`src/rtl/sync_param_fifo.sv`:
```
`default_nettype none
// ============================================================================
// Module   : sync_param_fifo
// Brief    : Single-clock FIFO with almost-full/almost-empty thresholds,
//            occupancy count and sticky overflow/underflow flags.
//            Define FIFO_FWFT_EN for first-word-fall-through read data.
// Revision : 1.0 - initial release
// ============================================================================
module sync_param_fifo #(
    parameter int DSIZE    = 8,
    parameter int ASIZE    = 4,
    parameter int AF_LEVEL = 12,
    parameter int AE_LEVEL = 2
) (
    input  logic             CLK,
    input  logic             RST_n,
    input  logic             WINC,
    input  logic [DSIZE-1:0] WDATA,
    output logic             WFULL,
    output logic             WALMOST_FULL,
    input  logic             RINC,
    output logic [DSIZE-1:0] RDATA,
    output logic             REMPTY,
    output logic             RALMOST_EMPTY,
    output logic [ASIZE:0]   COUNT,
    output logic             OVERFLOW,
    output logic             UNDERFLOW,
    input  logic             CLR_ERR
);

    localparam logic [ASIZE:0] c_one      = {{ASIZE{1'b0}}, 1'b1};
    localparam logic [ASIZE:0] c_full_xor = {1'b1, {ASIZE{1'b0}}};
    localparam logic [ASIZE:0] c_af_level = AF_LEVEL[ASIZE:0];
    localparam logic [ASIZE:0] c_ae_level = AE_LEVEL[ASIZE:0];

    logic [DSIZE-1:0] r_mem [0:(1<<ASIZE)-1];
    logic [ASIZE:0]   r_wptr, r_rptr, r_count;
    logic [ASIZE:0]   w_wptr_nxt, w_rptr_nxt, w_count_nxt;
    logic             r_wfull, r_rempty, r_walmost_full, r_ralmost_empty;
    logic             r_overflow, r_underflow;
    logic             w_wr_acc, w_rd_acc;

    assign w_wr_acc = WINC & ~r_wfull;
    assign w_rd_acc = RINC & ~r_rempty;

    always_comb begin
        w_wptr_nxt  = r_wptr;
        w_rptr_nxt  = r_rptr;
        w_count_nxt = r_count;
        if (w_wr_acc) w_wptr_nxt = r_wptr + c_one;
        if (w_rd_acc) w_rptr_nxt = r_rptr + c_one;
        case ({w_wr_acc, w_rd_acc})
            2'b10:   w_count_nxt = r_count + c_one;
            2'b01:   w_count_nxt = r_count - c_one;
            default: w_count_nxt = r_count;
        endcase
    end

    always_ff @(posedge CLK or negedge RST_n) begin
        if (!RST_n) begin
            r_wptr          <= '0;
            r_rptr          <= '0;
            r_count         <= '0;
            r_wfull         <= 1'b0;
            r_rempty        <= 1'b1;
            r_walmost_full  <= 1'b0;
            r_ralmost_empty <= 1'b1;
            r_overflow      <= 1'b0;
            r_underflow     <= 1'b0;
        end else begin
            r_wptr          <= w_wptr_nxt;
            r_rptr          <= w_rptr_nxt;
            r_count         <= w_count_nxt;
            r_wfull         <= ((w_wptr_nxt ^ w_rptr_nxt) == c_full_xor);
            r_rempty        <= (w_wptr_nxt == w_rptr_nxt);
            r_walmost_full  <= (w_count_nxt >= c_af_level);
            r_ralmost_empty <= (w_count_nxt <= c_ae_level);
            // A new error event takes priority over a same-cycle clear
            r_overflow      <= (WINC & r_wfull)  | (r_overflow  & ~CLR_ERR);
            r_underflow     <= (RINC & r_rempty) | (r_underflow & ~CLR_ERR);
        end
    end

    // Storage is deliberately left out of reset
    always_ff @(posedge CLK) begin
        if (w_wr_acc) r_mem[r_wptr[ASIZE-1:0]] <= WDATA;
    end

`ifdef FIFO_FWFT_EN
    assign RDATA = r_mem[r_rptr[ASIZE-1:0]];
`else
    logic [DSIZE-1:0] r_rdata;

    always_ff @(posedge CLK or negedge RST_n) begin
        if (!RST_n)        r_rdata <= '0;
        else if (w_rd_acc) r_rdata <= r_mem[r_rptr[ASIZE-1:0]];
    end

    assign RDATA = r_rdata;
`endif

    assign WFULL         = r_wfull;
    assign REMPTY        = r_rempty;
    assign WALMOST_FULL  = r_walmost_full;
    assign RALMOST_EMPTY = r_ralmost_empty;
    assign COUNT         = r_count;
    assign OVERFLOW      = r_overflow;
    assign UNDERFLOW     = r_underflow;

endmodule
`default_nettype wire

```
`config.mk`:
```
export PLATFORM = sky130hd
export DESIGN_NAME = sync_param_fifo
export DESIGN_NICKNAME = d
export VERILOG_FILES = /design/src/rtl/sync_param_fifo.sv
export SDC_FILE = /design/constraint.sdc
export NUM_CORES = 1
export LEC_CHECK = 0
export ABC_AREA = 1
export BUFFER_PORTS_ARGS = -buffer_cell sky130_fd_sc_hd__buf_2
export CORE_MARGIN = 2
export CORE_UTILIZATION = 47
export CTS_CLUSTER_DIAMETER = 30
export DETAILED_ROUTE_END_ITERATION = 6
export HOLD_SLACK_MARGIN = 0.05
export PLACE_DENSITY_LB_ADDON = 0.05
export SYNTH_ARGS = -nofsm -noshare
export SYNTH_HDL_FRONTEND = slang
export SYNTH_SLANG_ARGS = --single-unit
```
`constraint.sdc`:
```
create_clock -name CLK -period 1.95 [get_ports CLK]
set_clock_uncertainty 0.15 [all_clocks]
set_input_delay 0.2925 -clock CLK [delete_from_list [all_inputs] [get_ports CLK]]
set_output_delay 0.2925 -clock CLK [all_outputs]
set_load 0.05 [all_outputs]
```
==> summary.txt, run 1 <==
RR Startpoint = REMPTY
Cell variety after synth = 36
Die height = 122.6 um
Syn avg cell area = 12.07 sq um
Kind of critical path = reg2reg
Worst path bufs/invs = 4
Row count = 43
Period minus WS final = 1.890 ns
Final setup margin = 0.05995 ns
Power Density = 1667 mW/mm^2
Reg2Reg Setup Slack = 0.06 ns
Vias per cell = 5.364
Die X = 122.6 um
Register area share after synthesis = 0.6911
Crit-path max cell delay = 0.56 ns
Synthesized cell area = 0.006615 sq mm
Largest net degree at the start of global routing = 50
HP Start = WDATA[3]
Synth Flop Type = edfxtp_1
Sequential group share of total power = 0.346
First-pass GRT wire length = 23980 um
CP cell instances = nor2_4 > nand2_2 > nand2_2 > nand2_2 > inv_2 > ha_4 > inv_2 > nand2_4 > nand3_4 > inv_2 > nand3_2 > nand3_2 > nand2_1 > nand2_2 > inv_2 > nand2_1
Pre-antenna DRT Iters = 4
Critical-path top delay cell = dfstp_2
Min-delay worst type = in2reg
Worst-skew pair later-pin latency = 0.42 ns
Vias in the first global route = 4316
Max layer used = met4
Met1 WL = 7105 um
Initial antenna violation count = 0
Clock sinks = 157
Die ar. = 0.01504 sq mm
Fraction of registers with async set/reset = 0.1847
Period utilisation layout = 0.9693
Place WS = 0.003982 ns
Switching Fraction = 0.3954
DR WL met2 = 7299 um
P_int = 7.986 mW
Ys Warns = 0
Total grt overflow = 0
Routability cong. = 0.8400
Worst ir drop on vdd = 650.7 uV
Synthesized Nets = 568
Slew Limit Fails = 0
RSZ-0062 raised after global routing = yes
GRT Total Usage = 0.2230
Core Box Area = 0.01383 sq mm
CP max FO = 5
Final number of setup-violating endpoints = 0
Area delta synth->final = 19.80%
Final cell count without fillers = 806
Status = completed
TritonCTS buffer count = 17
Buffers on Ports = 31
Ant diodes = 0
DP Cell Count = 768
Logic pwr share = 0.408
Static leakage power = 2.937 nW
Max_cap viols = 0
Worst-Margin Slew = 0.4190 ns
Htree depth = 4
Critical R2R Capture = WALMOST_FULL
Initial core utilization = 0.4784
Crit path max-delay family = simple AND/OR/NAND/NOR gates
Final wirelength = 15590 um
Max Freq = 529.1 MHz
Post-DP HPWL = 9969 um
Commonest non-fill, non-tap cells in the layout = edfxtp_1, nor2_1, o21ai_0
Relative slew slack = 0.7207
Reg2Reg Depth = 16
Post-route DRC = 0
Avg WL per Cell = 19.34 um
Post-synth EDFFs = 128
Met3 WL = 836 um
Layout Nets = 633
Post-route ant nets = 0
Commonest non-fill, non-tap cell in the layout = edfxtp_1
Startpoint Class = flip-flop
Nature of the critical path endpoint = flip-flop
#FFs+latches synth = 157
Worst endpoint required time = 2.11 ns
Clk network pwr share = 0.246
Hold EP = r_mem[1][3]
Final Hold Vio Count = 0
CTS tree = built
Share of post-route cells with drive strength above 1 = 0.2380
Synthesized instance count = 548
Clock Tree Root = clkbuf_16
P_sw = 5.222 mW
Total power = 13.21 mW
Top-level port count = 32
Vias = 4323
Critical path arrival = 2.05 ns
Worst-path clk slew = 0.06 ns
Clock tree buffer depth = 2
Hold Crit Depth = 1
Initial DRC Count = 264
-- layer usage --
layer	vias up	GRT usage
met5	-	0
met4	0	0.09052
met3	26	0.04786
met2	113	0.3455
met1	2119	0.3086
li1	2065	-
-- metrics by stage --
| step | hold slack, ns | setup TNS, ns | util | cell area [sq um] |
|---|---|---|---|---|
| 3_3_place_gp | 0.1887 | 0 | 0.5202 | 7193 |
| 5_1_grt | 0.1376 | -0.1454 | 0.5732 | 7925 |
| 2_1_floorplan | -0.1531 | -0.2661 | - | 6653 |
| 6_report | 0.1263 | 0 | 0.5732 | 7925 |
| 3_5_place_dp | 0.2007 | 0 | 0.5202 | 7193 |
| 4_1_cts | 0.1272 | 0 | 0.5652 | 7815 |
-- registers in the layout (all words and copies together) (netlist names) --
register / count
COUNT: 5
WALMOST_FULL: 1
RDATA: 8
r_mem: 128
RALMOST_EMPTY: 1
WFULL: 1
r_rptr: 5
REMPTY: 1
UNDERFLOW: 1
OVERFLOW: 1
r_wptr: 5
-- power groups by stage --
| stage | combinational [mW] | clock [mW] | sequential (mW) |
|---|---|---|---|
| 6_report | 5.39 | 3.25 | 4.57 |
| 5_1_grt | 5.96 | 3.43 | 4.63 |
| 4_1_cts | 5.14 | 3.31 | 4.56 |
| 3_5_place_dp | 5.09 | 0 | 4.61 |
| 3_3_place_gp | 5.06 | 0 | 4.61 |
| 2_1_floorplan | 2.94 | 0 | 5.21 |
-- cell usage after synthesis, types with 4 or more instances --
cell / instances / area share
a21oi_1: 17 / 0.013
buf_2: 10 / 0.0076
buf_4: 6 / 0.0068
clkbuf_1: 7 / 0.0040
dfrtp_1: 27 / 0.10
edfxtp_1: 128 / 0.58
ha_1: 7 / 0.013
inv_1: 31 / 0.018
nand2_1: 44 / 0.025
nand3_1: 25 / 0.019
nor2_1: 96 / 0.054
o211ai_1: 20 / 0.023
o21ai_0: 64 / 0.048
o22ai_1: 5 / 0.0047
o32ai_1: 6 / 0.0079
or2_1: 6 / 0.0057
or2_2: 8 / 0.0076
xor2_1: 9 / 0.012
xor2_2: 4 / 0.0098
-- cell type report --
class | count | area, sq um
inverter | 34 | 130.1
tap | 180 | 225.2
clock inverter | 13 | 148.9
timing repair buffer | 71 | 515.5
multi-input combinational | 332 | 1898
sequential | 157 | 4574
clock buffer | 19 | 432.9
fill | 1158 | 5902
-- cells by family after synthesis --
kind of cell,after synthesis,share of synthesized area
XOR/XNOR,15,0.02440
AO/OA/AOI/OAI,116,0.1008
flip-flops,157,0.6911
AND/OR/NAND/NOR,194,0.1301
adder cells (fa/ha/maj),7,0.01324
buffers and inverters,59,0.04029
-- how the worst max path moves through the flow --
stage                      start           end  slack [ns]  cells past startpoint
after floorplan           REMPTY  WALMOST_FULL       -0.12                     15
after global placement     WFULL   r_mem[5][5]        0.05                      7
after detailed placement    RINC  WALMOST_FULL       0.004                     17
after CTS                 REMPTY  WALMOST_FULL        0.02                     16
after global routing      REMPTY  WALMOST_FULL       -0.09                     16
final                     REMPTY  WALMOST_FULL        0.06                     16
-- timing repair --
action | in CTS | in global routing
hold buffers | 4 | 0
hold endpoints to repair | 29 | 0
endpoints found under the setup margin | 0 | 11
setup buffers | 0 | 2
gates resized for setup | 0 | 26
No activity file was read; power rests on OpenSTA's default activity.
==> run 2, diff against run 1 <==
==> constraint.sdc (replaced) <==
create_clock -name CLK -period 1.95 [get_ports CLK]
set_clock_uncertainty 0.15 [all_clocks]
set_input_delay 0.0975 -clock CLK [delete_from_list [all_inputs] [get_ports CLK]]
set_output_delay 0.0975 -clock CLK [all_outputs]
set_load 0.05 [all_outputs]
==> run 2 against run 1 <==
Net effect: hold slack lost 0.026 ns; sequential share of layout area shrank 0.17 points; utilization grew 0.18 points; count of clock-buffer cells in the layout is 1 lower; register-to-register slack hardly changed; non-clock buffer count increased by 4; sequential power about the same; critical path type unchanged.
==> summary.txt, run 2 (synthesis gave the netlist of run 1 again) <==
Area delta synth->final = 20.18%
CTS tree = built
Routability cong. = 0.8329 (-0.85%)
Status = completed
Place WS = 0.02771 ns (+0.02373 ns)
Max FFs per register = 128 (unchanged)
Worst-skew pair later-pin latency = 0.43 ns (about the same)
Slew Limit Fails = 0 (unchanged)
Max Freq = 526.8 MHz (-0.44%)
Period utilisation layout = 0.9735 (+0.004266)
P_sw = 5.261 mW (+0.75%)
Period minus WS final = 1.898 ns (+0.008320 ns)
Sequential group share of total power = 0.347 (about the same)
Post-route ant nets = 0 (unchanged)
Post-DP HPWL = 10070 um (+1.0%)
Initial antenna violation count = 0 (unchanged)
Post-route DRC = 0 (unchanged)
Buffers on Ports = 31 (unchanged)
Share of post-route cells with drive strength above 1 = 0.2190 (-0.01897)
Final wirelength = 15690 um (+0.64%)
Clock sinks = 157 (unchanged)
Clock tree buffer depth = 2 (unchanged)
Final number of setup-violating endpoints = 0 (unchanged)
Clk network pwr share = 0.259 (+0.013)
Power Density = 1661 mW/mm^2 (-0.35%)
Switching Fraction = 0.3985 (+0.003117)
Min-delay worst type = in2reg
Vias = 4388 (+1.5%)
Largest net degree at the start of global routing = 54 (+8.0%)
P_int = 7.942 mW (-0.55%)
Die ar. = 0.01504 sq mm (unchanged)
TritonCTS buffer count = 17 (unchanged)
Worst ir drop on vdd = 1198 uV (+84%)
Kind of critical path = reg2reg
Core Box Area = 0.01383 sq mm (unchanged)
Htree depth = 4 (unchanged)
Total grt overflow = 0 (unchanged)
Static leakage power = 2.956 nW (+0.65%)
Vias per cell = 5.417 (+1.0%)
Commonest non-fill, non-tap cell in the layout = edfxtp_1
Worst-path clk slew = 0.06 ns (about the same)
Total power = 13.20 mW (about the same)
Initial core utilization = 0.4784 (unchanged)
Avg WL per Cell = 19.37 um (+0.14%)
Initial DRC Count = 374 (+42%)
Pre-antenna DRT Iters = 4 (unchanged)
Relative slew slack = 0.4970 (-0.2236)
Max_cap viols = 0 (unchanged)
RSZ-0062 raised after global routing = yes
Ant diodes = 0 (unchanged)
Worst-Margin Slew = 0.7545 ns (+0.3355 ns)
Die X = 122.6 um (unchanged)
Logic pwr share = 0.394 (-0.014)
Clock Tree Root = clkbuf_16
Row count = 43 (unchanged)
Startpoint Class = flip-flop
Layout Nets = 637 (+0.63%)
GRT Total Usage = 0.2239 (+0.0008849)
Vias in the first global route = 4160 (-3.6%)
Die height = 122.6 um (unchanged)
Worst endpoint required time = 2.12 ns (about the same)
First-pass GRT wire length = 23800 um (-0.75%)
Critical path arrival = 2.07 ns (+0.02 ns)
CP max FO = 5 (unchanged)
Commonest non-fill, non-tap cells in the layout = edfxtp_1, nor2_1, o21ai_0
Final Hold Vio Count = 0 (unchanged)
Top-level port count = 32 (unchanged)
Nature of the critical path endpoint = flip-flop
Final setup margin = 0.05163 ns (-0.008320 ns)
## run 2: cell types whose count changed in the layout (fill, tap and decap cells not counted), moves of 4 or more
cell and change:
buf_4 -4, inv_1 +4, inv_2 -4, inv_6 +4, clkinv_2 -4, dlygate4sd3_1 +8
## run 2: worst paths after layout
kind / from / endpoint / slack (ns) / cells past startpoint
max: REMPTY / WALMOST_FULL / 0.05 / 16
min in group asynchronous: RST_n / r_wptr[0] / 0.12 / 2
max reg2reg: REMPTY / WALMOST_FULL / 0.05 / 16
min reg2reg: r_wptr[4] / r_wptr[4] / 0.35 / 1
max in group asynchronous: RST_n / WFULL / 1.00 / 2
min: WINC / COUNT[0] / 0.10 / 5
## run 2: critical path, stage by stage (launching register included)
cell     delay (ns)
dfstp_2        0.56
nor2_4         0.06
nand2_2        0.08
nand2_2        0.06
nand2_1        0.05
inv_1          0.05
ha_1           0.18
inv_2          0.05
nand2_2        0.06
nand3_4        0.08
inv_2          0.04
nand3_2        0.06
nand3_1        0.07
nand2_1        0.08
nand2_2        0.07
inv_1          0.05
nand2_1        0.04
## run 2: layout make-up
| cell class | instances | area [sq um] |
|---|---|---|
| well taps | 180 | 225.2 |
| fillers | 1131 | 5877 |
| clock inverters | 14 | 182.7 |
| repair buffers | 75 | 565.5 |
| inverters | 34 | 130.1 |
| multi-input cells | 332 | 1842 |
| flip-flops and latches | 157 | 4576 |
| clock buffers | 18 | 429.2 |
## run 2: metal layers
layer | GRT usage | vias up | routed length [um]
li1 | - | 2074 | -
met1 | 0.3085 | 2169 | 7153
met2 | 0.3399 | 125 | 7356
met3 | 0.06459 | 20 | 882
met4 | 0.08190 | 0 | 295
met5 | 0 | - | 0
## run 2: metrics by stage
step           cells  utilization  instance area, sq um  hold slack [ns]  TNS (ns)
2_1_floorplan    548            -                  6653          -0.3481   -0.2661
4_1_cts          809       0.5706                  7890          0.06990         0
3_5_place_dp     765       0.5177                  7158          0.06136         0
5_1_grt          810       0.5750                  7950           0.1135   -0.1311
3_3_place_gp     765       0.5177                  7158          0.05144         0
6_report         810       0.5750                  7950           0.1005         0
## run 2: power by group through the flow
stage / Clock [mW] / Combinational, mW / Sequential, mW
after floorplan: 0 / 2.94 / 5.21
after global placement: 0 / 4.98 / 4.64
final: 3.42 / 5.21 / 4.58
after global routing: 3.61 / 5.71 / 4.63
after CTS: 3.47 / 5.07 / 4.59
after detailed placement: 0 / 5.03 / 4.64
## run 2: what timing repair did
item,in CTS,in global routing
hold endpoints to repair,161,0
setup buffers,0,1
hold buffers,12,0
gates resized for setup,0,15
endpoints found under the setup margin,0,12
==> run 3, diff against run 2 <==
CORE_MARGIN = 1.5   (was 2)
==> run 3 against run 2 <==
Net effect: power shrank 0.17%; sequential power hardly changed; count of clock-buffer cells in the layout up 1; setup slack better by 0.017 ns; sequential share of layout area decreased by 0.21 points; routed wire length down 0.17%; utilization increased by 0.19 points.
==> summary.txt, run 3 (synthesis gave the netlist of run 1 again) <==
Status = completed
Post-DP HPWL = 10180 um (+1.1%)
Buffers on Ports = 31 (unchanged)
Initial antenna violation count = 0 (unchanged)
Final setup margin = 0.06831 ns (+0.01668 ns)
TritonCTS buffer count = 17 (unchanged)
Initial core utilization = 0.4784 (unchanged)
Worst-path clk slew = 0.06 ns (about the same)
Max Freq = 531.4 MHz (+0.89%)
Startpoint Class = flip-flop
Critical R2R Capture = WALMOST_FULL
GRT Total Usage = 0.2268 (+0.002893)
Vias per cell = 5.391 (-0.48%)
Die ar. = 0.01480 sq mm (-1.6%)
Worst-Margin Slew = 0.7092 ns (-0.04523 ns)
Die X = 121.6 um (-0.82%)
Nature of the critical path endpoint = flip-flop
Layout Nets = 642 (+0.78%)
Core Box Area = 0.01383 sq mm (unchanged)
Final cell count without fillers = 815 (+0.62%)
CTS tree = built
Place WS = -0.04961 ns (-0.07732 ns)
Min-delay worst type = in2async
Hold slack final = 0.1171 ns (+0.01650 ns)
Relative slew slack = 0.5272 (+0.03015)
Area delta synth->final = 20.58%
Sequential Area = 0.004574 sq mm (about the same)
Multi-input logic area = 0.001872 sq mm (+1.6%)
Vias = 4394 (+0.14%)
CP max FO = 4 (-1)
Clock Tree Root = clkbuf_16
Avg WL per Cell = 19.22 um (-0.78%)
DR WL met2 = 7673 um (+4.3%)
Final number of setup-violating endpoints = 0 (unchanged)
RR Startpoint = REMPTY
RSZ-0062 raised after global routing = yes
Final Hold Vio Count = 0 (unchanged)
Fill cell count = 1179 (+4.2%)
Met3 WL = 789 um (-11%)
Row count = 43 (unchanged)
Top-level port count = 32 (unchanged)
Total grt overflow = 0 (unchanged)
Post-route ant nets = 0 (unchanged)
Vias in the first global route = 4349 (+4.5%)
Max FFs per register = 128 (unchanged)
First-pass GRT wire length = 24160 um (+1.5%)
Share of post-route cells with drive strength above 1 = 0.2331 (+0.01402)
Worst-skew pair later-pin latency = 0.42 ns (about the same)
Period minus WS final = 1.882 ns (-0.01668 ns)
Kind of critical path = reg2reg
Max_cap viols = 0 (unchanged)
Static leakage power = 2.965 nW (+0.32%)
Clock sinks = 157 (unchanged)
Pre-antenna DRT Iters = 7 (+3)
Reg2Reg Setup Slack = 0.07 ns (+0.02 ns)
Max layer used = met4
Period utilisation layout = 0.9650 (-0.008554)
Htree depth = 4 (unchanged)
Post-route DRC = 0 (unchanged)
DP Cell Count = 767 (+0.26%)
Commonest non-fill, non-tap cell in the layout = edfxtp_1
Routability cong. = 0.8178 (-1.8%)
Met1 WL = 6903 um (-3.5%)
Largest net degree at the start of global routing = 39 (-28%)
Clock tree buffer depth = 2 (unchanged)
Initial DRC Count = 330 (-12%)
Final wirelength = 15660 um (-0.17%)
Reg2Reg Depth = 14 (-2)
Total power = 13.18 mW (-0.17%)
Worst ir drop on vdd = 737.3 uV (-38%)
Die height = 121.6 um (-0.82%)
Worst endpoint required time = 2.12 ns (about the same)
Slew Limit Fails = 0 (unchanged)
Ant diodes = 0 (unchanged)
Critical path arrival = 2.05 ns (-0.02 ns)
Power Density = 1652 mW/mm^2 (-0.50%)
Commonest non-fill, non-tap cells in the layout = edfxtp_1, nor2_1, o21ai_0
[run 3: cell count changes in the layout (fill, tap and decap cells not counted), sizes merged]
cell / delta
dlymetal6s2s: -1
clkinv: +3
buf: +5
inv: -5
clkinvlp: +1
dlygate4sd3: +1
clkbuf: +1
[run 3: report_power, final]
part	internal [mW]	switching, mW	leakage, nW	total [mW]
combinational	1.74	3.58	1.20	5.32
clock	1.99	1.26	0.276	3.26
sequential	4.24	0.369	1.49	4.61
total	7.97	5.21	2.97	13.2
[run 3: cell type report]
cell class,count,share of cell area
timing repair buffer,80,0.07435
multi-input combinational,332,0.2347
sequential,157,0.5735
tap,180,0.02824
inverter,34,0.01631
clock buffer,19,0.05427
clock inverter,13,0.01867
[run 3: what timing repair did]
action                                 in CTS  in global routing
setup endpoints to repair                   1                 10
endpoints found under the hold margin     161                  0
resized for setup                           1                 22
pin swaps                                   0                 11
hold buffers                               13                  0
buffers inserted                            0                  3
[run 3: worst max-delay path by stage]
stage,to,startpoint,slack [ns]
after floorplan,WALMOST_FULL,REMPTY,-0.12
after global placement,RDATA[0],r_rptr[0],-0.02
after detailed placement,RDATA[0],r_rptr[0],-0.05
after CTS,WALMOST_FULL,REMPTY,0.03
after global routing,WALMOST_FULL,REMPTY,-0.04
final,WALMOST_FULL,REMPTY,0.07
[run 3: through the flow]
stage	TNS [ns]	utilization	area (sq um)
2_1_floorplan	-0.2661	-	6653
3_3_place_gp	-0.02081	0.5188	7173
3_5_place_dp	-0.04961	0.5188	7173
4_1_cts	0	0.5708	7893
5_1_grt	-0.1282	0.5769	7976
6_report	0	0.5769	7976
[run 3: worst max-delay path: stages (launching register included)]
cell and delay [ns]:
dfstp_2 0.56, nor2_4 0.06, nand3_2 0.08, nand2_2 0.06
inv_2 0.06, ha_4 0.12, inv_2 0.04, nand2_4 0.08
nand3_4 0.08, o21ai_2 0.16, nand3_1 0.09, nand2_1 0.08
nand2_2 0.07, inv_2 0.05, nand2_1 0.04
[run 3: routing by layer]
metal / vias up / global-route usage
met3: 20 / 0.04494
met1: 2165 / 0.2991
li1: 2081 / -
met2: 128 / 0.3746
met4: 0 / 0.08382
met5: - / 0
